`src/rtl/press_pulse_gen.sv`:
```
// press_pulse_gen
//   Turns a raw, bouncy, asynchronous push-button level into clean single-cycle
//   enable pulses for a downstream counter. The button is brought into the clock
//   domain through a two-flop synchroniser. A debounce FSM then accepts a press
//   or a release only after the synchronised level has been stable long enough.
//   While the button is held, the block can optionally produce auto-repeat pulses.
//
// Parameters
//   DEBOUNCE_CYCLES  stable synchronised cycles needed to accept a press/release
//   REPEAT_DELAY     held cycles from the first pulse to the first repeat pulse
//   REPEAT_PERIOD    cycles between later repeat pulses
//
// Ports
//   clk        in   single clock for all state
//   rst        in   asynchronous, active-high reset
//   btn_in     in   raw button level (asynchronous to clk, may bounce)
//   repeat_en  in   1 = auto-repeat while held, 0 = one pulse per press
//   en         out  registered one-cycle pulse per accepted press or repeat
//   pressed    out  registered debounced level (held or debouncing a release)

module press_pulse_gen #(
    parameter int DEBOUNCE_CYCLES = 4,
    parameter int REPEAT_DELAY    = 16,
    parameter int REPEAT_PERIOD   = 8
) (
    input  logic clk,
    input  logic rst,
    input  logic btn_in,
    input  logic repeat_en,
    output logic en,
    output logic pressed
);

    localparam int REP_MAX = (REPEAT_DELAY > REPEAT_PERIOD) ? REPEAT_DELAY : REPEAT_PERIOD;
    localparam int DB_W    = (DEBOUNCE_CYCLES > 1) ? $clog2(DEBOUNCE_CYCLES) : 1;
    localparam int REP_W   = (REP_MAX > 1) ? $clog2(REP_MAX) : 1;

    localparam logic [DB_W-1:0]  DB_LAST     = DB_W'(DEBOUNCE_CYCLES - 1);
    localparam logic [REP_W-1:0] DELAY_LAST  = REP_W'(REPEAT_DELAY - 1);
    localparam logic [REP_W-1:0] PERIOD_LAST = REP_W'(REPEAT_PERIOD - 1);

    typedef enum logic [1:0] {
        IDLE       = 2'd0,
        DB_PRESS   = 2'd1,
        HELD       = 2'd2,
        DB_RELEASE = 2'd3
    } state_e;

    logic             s1_q;
    logic             btn_s_q;
    state_e           state_q, state_d;
    logic [DB_W-1:0]  db_cnt_q, db_cnt_d;
    logic [REP_W-1:0] rep_cnt_q, rep_cnt_d;
    logic             first_q, first_d;
    logic             fire_q, fire_d;
    logic             en_q, en_d;
    logic             pressed_q, pressed_d;
    logic [REP_W-1:0] rep_limit;

    // Two-flop synchroniser for the asynchronous button level.
    always_ff @(posedge clk or posedge rst) begin
        if (rst) begin
            s1_q    <= 1'b0;
            btn_s_q <= 1'b0;
        end else begin
            s1_q    <= btn_in;
            btn_s_q <= s1_q;
        end
    end

    // State register, debounce and repeat counters.
    // fire_q marks the edge on which a pulse was decided.
    always_ff @(posedge clk or posedge rst) begin
        if (rst) begin
            state_q   <= IDLE;
            db_cnt_q  <= '0;
            rep_cnt_q <= '0;
            first_q   <= 1'b0;
            fire_q    <= 1'b0;
        end else begin
            state_q   <= state_d;
            db_cnt_q  <= db_cnt_d;
            rep_cnt_q <= rep_cnt_d;
            first_q   <= first_d;
            fire_q    <= fire_d;
        end
    end

    // The first repeat waits the long delay.
    // Later repeats use the shorter period.
    assign rep_limit = first_q ? DELAY_LAST : PERIOD_LAST;

    // Next-state logic.
    // Every state entry clears both counters, so neither counter can wrap.
    always_comb begin
        state_d   = state_q;
        db_cnt_d  = db_cnt_q;
        rep_cnt_d = rep_cnt_q;
        first_d   = first_q;
        fire_d    = 1'b0;
        unique case (state_q)
            IDLE: begin
                if (btn_s_q) begin
                    state_d   = DB_PRESS;
                    db_cnt_d  = '0;
                    rep_cnt_d = '0;
                end
            end
            DB_PRESS: begin
                if (!btn_s_q) begin
                    state_d   = IDLE;
                    db_cnt_d  = '0;
                    rep_cnt_d = '0;
                end else if (db_cnt_q == DB_LAST) begin
                    state_d   = HELD;
                    fire_d    = 1'b1;
                    db_cnt_d  = '0;
                    rep_cnt_d = '0;
                    first_d   = 1'b1;
                end else begin
                    db_cnt_d = db_cnt_q + DB_W'(1);
                end
            end
            HELD: begin
                if (!btn_s_q) begin
                    state_d   = DB_RELEASE;
                    db_cnt_d  = '0;
                    rep_cnt_d = '0;
                end else if (repeat_en) begin
                    if (rep_cnt_q == rep_limit) begin
                        fire_d    = 1'b1;
                        rep_cnt_d = '0;
                        first_d   = 1'b0;
                    end else begin
                        rep_cnt_d = rep_cnt_q + REP_W'(1);
                    end
                end else begin
                    // Re-enabling repeat later restarts the full initial delay.
                    rep_cnt_d = '0;
                    first_d   = 1'b1;
                end
            end
            DB_RELEASE: begin
                if (btn_s_q) begin
                    state_d   = HELD;
                    db_cnt_d  = '0;
                    rep_cnt_d = '0;
                    first_d   = 1'b1;
                end else if (db_cnt_q == DB_LAST) begin
                    state_d   = IDLE;
                    db_cnt_d  = '0;
                    rep_cnt_d = '0;
                end else begin
                    db_cnt_d = db_cnt_q + DB_W'(1);
                end
            end
            default: begin
                state_d = IDLE;
            end
        endcase
    end

    // Output decode.
    // en follows the fire flag.
    // pressed covers both held states, including a release that is still debouncing.
    always_comb begin
        en_d      = fire_q;
        pressed_d = (state_q == HELD) || (state_q == DB_RELEASE);
    end

    // Output register.
    // The outputs are flops so the counter's enable input sees a glitch-free signal.
    always_ff @(posedge clk or posedge rst) begin
        if (rst) begin
            en_q      <= 1'b0;
            pressed_q <= 1'b0;
        end else begin
            en_q      <= en_d;
            pressed_q <= pressed_d;
        end
    end

    assign en      = en_q;
    assign pressed = pressed_q;

endmodule

```
`config.mk`:
```
export PLATFORM = sky130hd
export DESIGN_NAME = press_pulse_gen
export DESIGN_NICKNAME = d
export VERILOG_FILES = /design/src/rtl/press_pulse_gen.sv
export SDC_FILE = /design/constraint.sdc
export NUM_CORES = 1
export LEC_CHECK = 0
export CORE_MARGIN = 1.5
export CORE_UTILIZATION = 41
export CTS_CLUSTER_SIZE = 8
export DETAILED_ROUTE_END_ITERATION = 8
export SKIP_CTS_REPAIR_TIMING = 1
export SLEW_MARGIN = 20
export SYNTH_ARGS = -nofsm -noshare
export SYNTH_HDL_FRONTEND = slang
export SYNTH_SLANG_ARGS = --single-unit
```
`constraint.sdc`:
```
create_clock -name clk -period 2 [get_ports clk]
set_clock_uncertainty 0.2 [all_clocks]
set_input_delay 0.2 -clock clk [delete_from_list [all_inputs] [get_ports clk]]
set_output_delay 0.2 -clock clk [all_outputs]
set_load 0.02 [all_outputs]
```
Yosys cells after proc, flatten, opt, wreduce, memory -nomap -nowiden
Index checks and enable logic that the tools add are counted.

Input bits: 4. Word-level logic and storage cells: 66. Register bits: 14. Output and inout bits: 2.

Mux-type cells: 35. Eq/ne operators: 14. Reduce and logical (&&, ||, !) cells: 6. $add $sub $neg: 2.

Operator list (number): 2-to-1 mux 4 bit (8); 2-to-1 mux 2 bit (11); one-hot mux 2 bit (4 select lines) (2); one-hot mux 4 bit (4 select lines) (1); != test 2 bit, second input constant (6); 2-to-1 mux 1 bit (11); != test 3 bit, second input constant (3); equality test 2 bit, second input constant (3); AND reduction 6 bit (1); adder 4 x 1 -> 4 bit, second input constant (1); equality test 4 bit (1); AND reduction 4 bit (1); one-hot mux 1 bit (3 select lines) (1); nonzero test 3 bit (1); adder 2 x 1 -> 2 bit, second input constant (1); equality test 2 x 1 -> 1 bit, second input constant (1); zero test 2 bit (1); one-hot mux 1 bit (2 select lines) (1); AND reduction 2 bit (1); logical OR 1 bit (1).

Longest topological paths before layout
Gate-level depths: netlist of the first run.

Depth in word-level cells: 6. Depth in mapped cells: 6. Mapped depth without buffers: 6.

Worst setup path after synthesis of the first run
Ideal clock, no wire load.

Path kind: register to register. Start: register state_q[0]. End: register first_q. Clock period less this slack: 1.780 ns. Setup time: 0.121 ns. Slack: 0.220 ns. Required time: 1.679 ns. Arrival: 1.460 ns. Cell stages (with the launch flop): 7. Buffers on the path: 0. Cell sequence: dfrtp_1 inv_1 ha_1 nor3_1 a21oi_1 or3_1 a22o_1.

Cells in the longest elaborated chain, start to end: 3. Elaborated cells on any way between the ends: 11. Those cells by class: eq/ne: 8; mux: 1; reduce/logical: 2.

RTL lines: start: declaration (line 51) `state_e state_q, state_d;`; start signal: assignment (line 81) `state_q <= state_d;`; equality test 2 bit / equality test 2 x 1 -> 1 bit (equally long branches) (line 101) `unique case (state_q)`; != test 3 bit (no source line), or another cell as far along; AND reduction 6 bit (no source line); end signal: assignment (line 84) `first_q <= first_d;`; end: declaration (line 54) `logic first_q, first_d;`.

Parallel ways exist; a longest one is shown, timed or not. A chain may end at the register's enable or synchronous reset.

Final worst setup path of the first run
Ends and elaborated chain as after synthesis.

==> insert_results.sql, run 1 <==
INSERT INTO impl_metrics (metric_group, metric, value, unit) VALUES
('global_route', 'groute.usage.overall', '14.88', '%'),
('sta', 'finalSetupViolCount', '0', ''),
('drt', 'met3_wirelength', '40', 'um'),
('pwr', 'power.ir.vdd_worst', '0.0006003', 'V'),
('logic_synthesis', 'synth_area', '725.7', 'sq um'),
('final_layout', 'nets', '90', ''),
('place', 'placement.setup.worst_slack', '209.3', 'ps'),
('global_route', 'sum_of_overflow_across_all_layers_after_global_routing', '0', ''),
('logic_synthesis', 'synth_compound_area_share', '16.90', '%'),
('global_route', 'grt_pass1_vias', '465', ''),
('clocking', 'cts_inserted_buffers', '3', ''),
('logic_synthesis', 'synth_xor_xnor_area_share', '2.414', '%'),
('clocking', 'cts_max_level', '1', ''),
('sta', 'hold_violations', '0', ''),
('drt', 'detail_route.drc_violations', '0', ''),
('die', 'rows', '15', ''),
('clocking', 'cts_root_buffer', 'sky130_fd_sc_hd__clkbuf_4', ''),
('drt', 'route.layer.met1.wl', '614', 'um'),
('pwr', 'p_leak', '0.4107', 'nW'),
('final_layout', 'post_route_cells_drive_above_1_share', '10.13', '%'),
('global_route', 'initial_antenna_violation_count', '0', ''),
('logic_synthesis', 'synth_top_cell_area_share', '48.28', '%'),
('final_layout', 'antenna_diode_count', '0', ''),
('die', 'die-width', '45.07', 'um'),
('drt', 'final_antenna_net_count', '0', ''),
('sta', 'max_freq', '550.7', 'MHz'),
('final_layout', 'layout.filler_cells', '158', ''),
('sta', 'worst_slew_pin_slew', '511.9', 'ps'),
('logic_synthesis', 'gate_count_of_the_mapped_netlist', '70', ''),
('die', 'fp.coreArea', '0.001689', 'sq mm'),
('final_layout', 'instances_no_fill', '96', ''),
('pwr', 'cellPowerDensity', '1225', 'mW/mm^2'),
('logic_synthesis', 'portion_of_netlist_area_occupied_by_mux_cells', '4.310', '%'),
('drt', 'via_count', '514', ''),
('die', 'die-area', '0.002031', 'sq mm'),
('critical_path', 'criticalPathCategory', 'reg -> reg', ''),
('drt', 'route.top_layer_used', 'met4', ''),
('sta', 'final_min_period_over_clock_period', '90.80', '%'),
('critical_path', 'critPathLaunch', 'state_q[0]$_DFFE_PP0P_', ''),
('job', 'drv_cap', '0', ''),
('place', 'placement.io_buffers', '5', ''),
('logic_synthesis', 'adder_cell_area_share_of_the_yosys_netlist', '10.34', '%'),
('critical_path', 'critPathRequiredTime', '1980', 'ps'),
('logic_synthesis', 'synth_enable_flop_cells', '0', ''),
('critical_path', 'worst-path-max-fanout', '5', ''),
('logic_synthesis', 'yosys.cell_types.count', '25', ''),
('place', 'placedCellCount', '92', ''),
('sta', 'timing_max_transition_violations_final', '0', ''),
('logic_synthesis', 'avgSynthCellArea', '10.37', 'sq um'),
('critical_path', 'critical_path_arrival', '1800', 'ps'),
('die', 'ioPinCount', '6', ''),
('sta', 'finalWorstPathRequiredPeriod', '1816', 'ps'),
('clocking', 'insertion_delay', '280', 'ps'),
('sta', 'fin_setup_tns', '0', 'ps'),
('logic_synthesis', 'synth_seq_cells', '14', ''),
('drt', 'detailedRoute.firstIterationViolations', '9', ''),
('outcome', 'outcome', 'complete, no violations', ''),
('drt', 'dr_wl_met2', '489', 'um'),
('sta', 'grt_setup_unrepaired', 'false', ''),
('place', 'place.detailed.hpwl', '898.3', 'um'),
('global_route', 'largest_net_degree_at_the_start_of_global_routing', '15', ''),
('critical_path', 'endpoint_kind', 'register', ''),
('drt', 'avg_vias_per_cell', '5.354', ''),
('clocking', 'tritoncts', 'yes', ''),
('logic_synthesis', 'synthDominantAreaCellType', 'sky130_fd_sc_hd__dfrtp_1', ''),
('drt', 'mean_routed_wirelength_per_cell', '12.30', 'um'),
('final_layout', 'final_core_util', '49.48', '%'),
('critical_path', 'setup.worst_path.start_class', 'register', ''),
('pwr', 'power.total', '0.001024', 'W'),
('sta', 'relative_slew_slack', '65.84', '%'),
('logic_synthesis', 'synth_nets', '80', '');
==> sequential cells by signal, indices dropped and copies added (netlist names), named ones only <==
name / flops
en_d: 1
pressed: 1
state_q: 1
db_cnt_q: 2
en: 1
rep_cnt_q: 4
first_q: 1
s1_q: 1
btn_s_q: 1
==> synth_stat cells, drive strengths merged, types with 2 or more instances <==
cell / instances
a21oi: 4
nand2b: 2
o22ai: 3
o21ai: 5
inv: 5
a22o: 4
nand2: 5
mux2i: 2
nand3: 3
a21o: 2
nor2: 3
ha: 6
dfrtp: 14
==> worst max-delay path, cell delays in order (launching register included) <==
cell                      delay (ps)
sky130_fd_sc_hd__dfrtp_1         410
sky130_fd_sc_hd__inv_1           100
sky130_fd_sc_hd__ha_1            210
sky130_fd_sc_hd__nor3_1          220
sky130_fd_sc_hd__a21oi_1          80
sky130_fd_sc_hd__or3_1           320
sky130_fd_sc_hd__a22o_1          180
==> worst paths after layout <==
| kind | end | slack, ps | cells after the start |
|---|---|---|---|
| hold reg to reg | en$_DFF_PP0_ | 150 | 0 |
| max in group asynchronous | state_q[0]$_DFFE_PP0P_ | 1220 | 2 |
| hold / removal | en$_DFF_PP0_ | 30 | 2 |
| min in group clk | s1_q$_DFF_PP0_ | 150 | 1 |
| setup / recovery | first_q$_DFFE_PP0P_ | 180 | 6 |
| setup reg to reg | first_q$_DFFE_PP0P_ | 180 | 6 |
==> cells by family after synthesis <==
logic type | after synthesis
AO/OA/AOI/OAI | 19
XOR/XNOR | 2
adder cells (fa/ha/maj) | 6
buffers and inverters | 6
flip-flops | 14
multiplexers | 3
AND/OR/NAND/NOR | 20
==> cell usage in the layout, fill, tap and decap left out, types with 2 or more instances in the layout <==
cell,count
sky130_fd_sc_hd__clkbuf_4,3
sky130_fd_sc_hd__inv_1,5
sky130_fd_sc_hd__mux2i_1,2
sky130_fd_sc_hd__ha_1,6
sky130_fd_sc_hd__o22ai_1,3
sky130_fd_sc_hd__nand2b_1,2
sky130_fd_sc_hd__clkdlybuf4s50_1,5
sky130_fd_sc_hd__a22o_1,4
sky130_fd_sc_hd__a21oi_1,4
sky130_fd_sc_hd__nor2_1,3
sky130_fd_sc_hd__nand3_1,3
sky130_fd_sc_hd__dfrtp_1,14
sky130_fd_sc_hd__a21o_1,2
sky130_fd_sc_hd__nand2_1,5
sky130_fd_sc_hd__o21ai_0,5
==> routing by layer <==
layer / global-route usage, % / vias up
li1: - / 269
met1: 20.60 / 232
met2: 19.14 / 8
met3: 6.000 / 5
met4: 8.824 / 0
met5: 0 / -
==> cell type report <==
type | count | area, sq um | share of cell area [%]
clock buffers | 4 | 36.28 | 4.341
multi-input cells | 50 | 351.6 | 42.07
well taps | 17 | 21.27 | 2.545
flip-flops and latches | 14 | 350.3 | 41.92
inverters | 5 | 18.77 | 2.246
repair buffers | 6 | 57.56 | 6.886
==> stage by stage <==
step / hold slack [ps] / area [sq um]
global route: 103.8 / 835.8
global placement: 134.9 / 799.5
CTS: 63.07 / 835.8
finish: 33.34 / 835.8
floorplan: -110.8 / 725.7
detailed placement: 135.6 / 799.5
==> where the power goes <==
| group | internal [W] | switching [W] |
|---|---|---|
| combinational | 0.000201 | 0.000241 |
| clock | 0.000111 | 0.0000931 |
| sequential | 0.000337 | 0.0000413 |
Power figures use the tool's default switching activity.
==> run 2, diff against run 1 <==
--- a/config.mk
+++ b/config.mk
@@ -7,6 +7,7 @@
 export LEC_CHECK = 0
 export CORE_MARGIN = 1.5
 export CORE_UTILIZATION = 41
+export CTS_BUF_LIST = sky130_fd_sc_hd__clkbuf_4
 export CTS_CLUSTER_SIZE = 8
 export DETAILED_ROUTE_END_ITERATION = 8
 export SKIP_CTS_REPAIR_TIMING = 1
==> insert_results.sql, run 2 (synthesis gave the netlist of run 1 again) <==
INSERT INTO impl_metrics (metric_group, metric, value, unit) VALUES
('final_layout', 'antenna_diode_count', '0', ''),
('final_layout', 'layout.filler_cells', '157', ''),
('final_layout', 'final_common_cell', 'sky130_fd_sc_hd__dfrtp_1', ''),
('die', 'fp.dieH', '45.07', 'um'),
('global_route', 'initial_antenna_violation_count', '0', ''),
('drt', 'avg_vias_per_cell', '5.479', ''),
('critical_path', 'endpoint_kind', 'register', ''),
('place', 'placement.io_buffers', '5', ''),
('sta', 'hold_violations', '0', ''),
('clocking', 'insertion_delay', '280', 'ps'),
('sta', 'timing_max_transition_violations_final', '0', ''),
('clocking', 'cts_max_level', '1', ''),
('final_layout', 'nets', '90', ''),
('sta', 'relative_slew_slack', '65.87', '%'),
('die', 'initial_core_utilization', '42.96', '%'),
('pwr', 'power.ir.vdd_worst', '0.0005734', 'V'),
('final_layout', 'post_route_cells_drive_above_1_share', '8.861', '%'),
('sta', 'final.setup.worst_slack', '171.7', 'ps'),
('final_layout', 'largest_register', 'rep_cnt_q', ''),
('sta', 'max_freq', '547.0', 'MHz'),
('final_layout', 'syn_to_final_growth', '13.79', '%'),
('drt', 'detailedRoute.firstIterationViolations', '8', ''),
('sta', 'final_min_period_over_clock_period', '91.41', '%'),
('critical_path', 'critical_path_arrival', '1810', 'ps'),
('drt', 'via_count', '526', ''),
('place', 'placement.setup.worst_slack', '209.3', 'ps'),
('global_route', 'groute.usage.overall', '14.88', '%'),
('final_layout', 'largest_register_ff_count', '4', ''),
('final_layout', 'layout_common_cells', 'sky130_fd_sc_hd__dfrtp_1 (14), sky130_fd_sc_hd__ha_1 (6)', ''),
('clocking', 'worst_setup_hold_path_clk_slew', '80', 'ps'),
('clocking', 'cts.path.max_buffers', '2', ''),
('pwr', 'p_leak', '0.4051', 'nW'),
('critical_path', 'setup.worst_path.start_class', 'register', ''),
('sta', 'finalSetupViolCount', '0', ''),
('worst_hold_path', 'holdCritPathClass', 'in -> async', ''),
('pwr', 'cellPowerDensity', '1201', 'mW/mm^2'),
('sta', 'fin_setup_tns', '0', 'ps'),
('place', 'gp_congestion', '0.8280', ''),
('drt', 'final_antenna_net_count', '0', ''),
('critical_path', 'critPathRequiredTime', '1980', 'ps'),
('sta', 'finalWorstPathRequiredPeriod', '1828', 'ps'),
('global_route', 'first_pass_grt_wire_length', '2.118', 'mm'),
('clocking', 'cts_root_buffer', 'sky130_fd_sc_hd__clkbuf_4', ''),
('die', 'die-width', '45.07', 'um'),
('drt', 'detailedRoute.firstPassIterationCount', '4', ''),
('die', 'rows', '15', ''),
('drt', 'detail_route.drc_violations', '0', ''),
('drt', 'mean_routed_wirelength_per_cell', '12.77', 'um'),
('sta', 'hold_slack', '37.51', 'ps'),
('die', 'die-area', '0.002031', 'sq mm'),
('drt', 'postRouteWirelength', '1.226', 'mm'),
('sta', 'worst_slew_pin_slew', '511.4', 'ps'),
('outcome', 'outcome', 'complete, no violations', ''),
('die', 'ioPinCount', '6', ''),
('place', 'place.detailed.hpwl', '898.3', 'um'),
('clocking', 'clock_sink_count', '14', ''),
('clocking', 'cts_inserted_buffers', '3', ''),
('job', 'drv_cap', '0', ''),
('final_layout', 'top_regs', 'rep_cnt_q (4), db_cnt_q (2)', ''),
('sta', 'grt_setup_unrepaired', 'false', ''),
('clocking', 'tritoncts', 'yes', ''),
('critical_path', 'criticalPathCategory', 'reg -> reg', ''),
('die', 'fp.coreArea', '0.001689', 'sq mm'),
('critical_path', 'worst-path-max-fanout', '5', ''),
('global_route', 'grt_pass1_vias', '478', ''),
('global_route', 'sum_of_overflow_across_all_layers_after_global_routing', '0', ''),
('global_route', 'largest_net_degree_at_the_start_of_global_routing', '15', '');
run 2: final timing paths:
kind / startpoint / to / slack, ps / cells past startpoint
worst min register to register: en_d$_DFF_PP0_ / en$_DFF_PP0_ / 150 / 0
worst min-delay path: rst / en$_DFF_PP0_ / 40 / 2
max in group asynchronous: rst / state_q[0]$_DFFE_PP0P_ / 1220 / 2
min in group clk: en_d$_DFF_PP0_ / en$_DFF_PP0_ / 150 / 0
worst max register to register: state_q[0]$_DFFE_PP0P_ / first_q$_DFFE_PP0P_ / 170 / 5
worst max-delay path: state_q[0]$_DFFE_PP0P_ / first_q$_DFFE_PP0P_ / 170 / 5
run 2: power breakdown:
| group | leakage (nW) | internal (W) | switching [W] |
|---|---|---|---|
| registers | 0.176 | 0.000337 | 0.0000419 |
| logic | 0.214 | 0.000201 | 0.000248 |
| clock network | 0.0154 | 0.0000725 | 0.0000913 |
run 2: cell type report:
cell class	instances	area, sq um	area share [%]
flip-flops and latches	14	350.3	42.42
repair buffers	6	57.56	6.970
clock inverters	1	3.754	0.4545
well taps	17	21.27	2.576
multi-input cells	50	351.6	42.58
inverters	5	18.77	2.273
clock buffers	3	22.52	2.727
run 2: layer usage:
layer	routed length, um	GRT usage [%]
met1	635	20.35
met2	520	20.29
met3	42	6.000
met4	28	7.059
met5	0	0
run 2: metrics by stage:
stage | power, W | area (sq um) | cells | utilization, %
after floorplan | 0.0007098 | 725.7 | 70 | -
after global placement | 0.0008260 | 799.5 | 92 | 47.33
after detailed placement | 0.0008273 | 799.5 | 92 | 47.33
after CTS | 0.001001 | 825.8 | 96 | 48.89
after global routing | 0.001074 | 825.8 | 96 | 48.89
final | 0.0009922 | 825.8 | 96 | 48.89
run 2: worst max-delay path: stages, from the launching register on:
cell	delay (ps)
sky130_fd_sc_hd__dfrtp_1	420
sky130_fd_sc_hd__ha_1	280
sky130_fd_sc_hd__nor3_1	250
sky130_fd_sc_hd__a21oi_1	80
sky130_fd_sc_hd__or3_1	310
sky130_fd_sc_hd__a22o_1	180
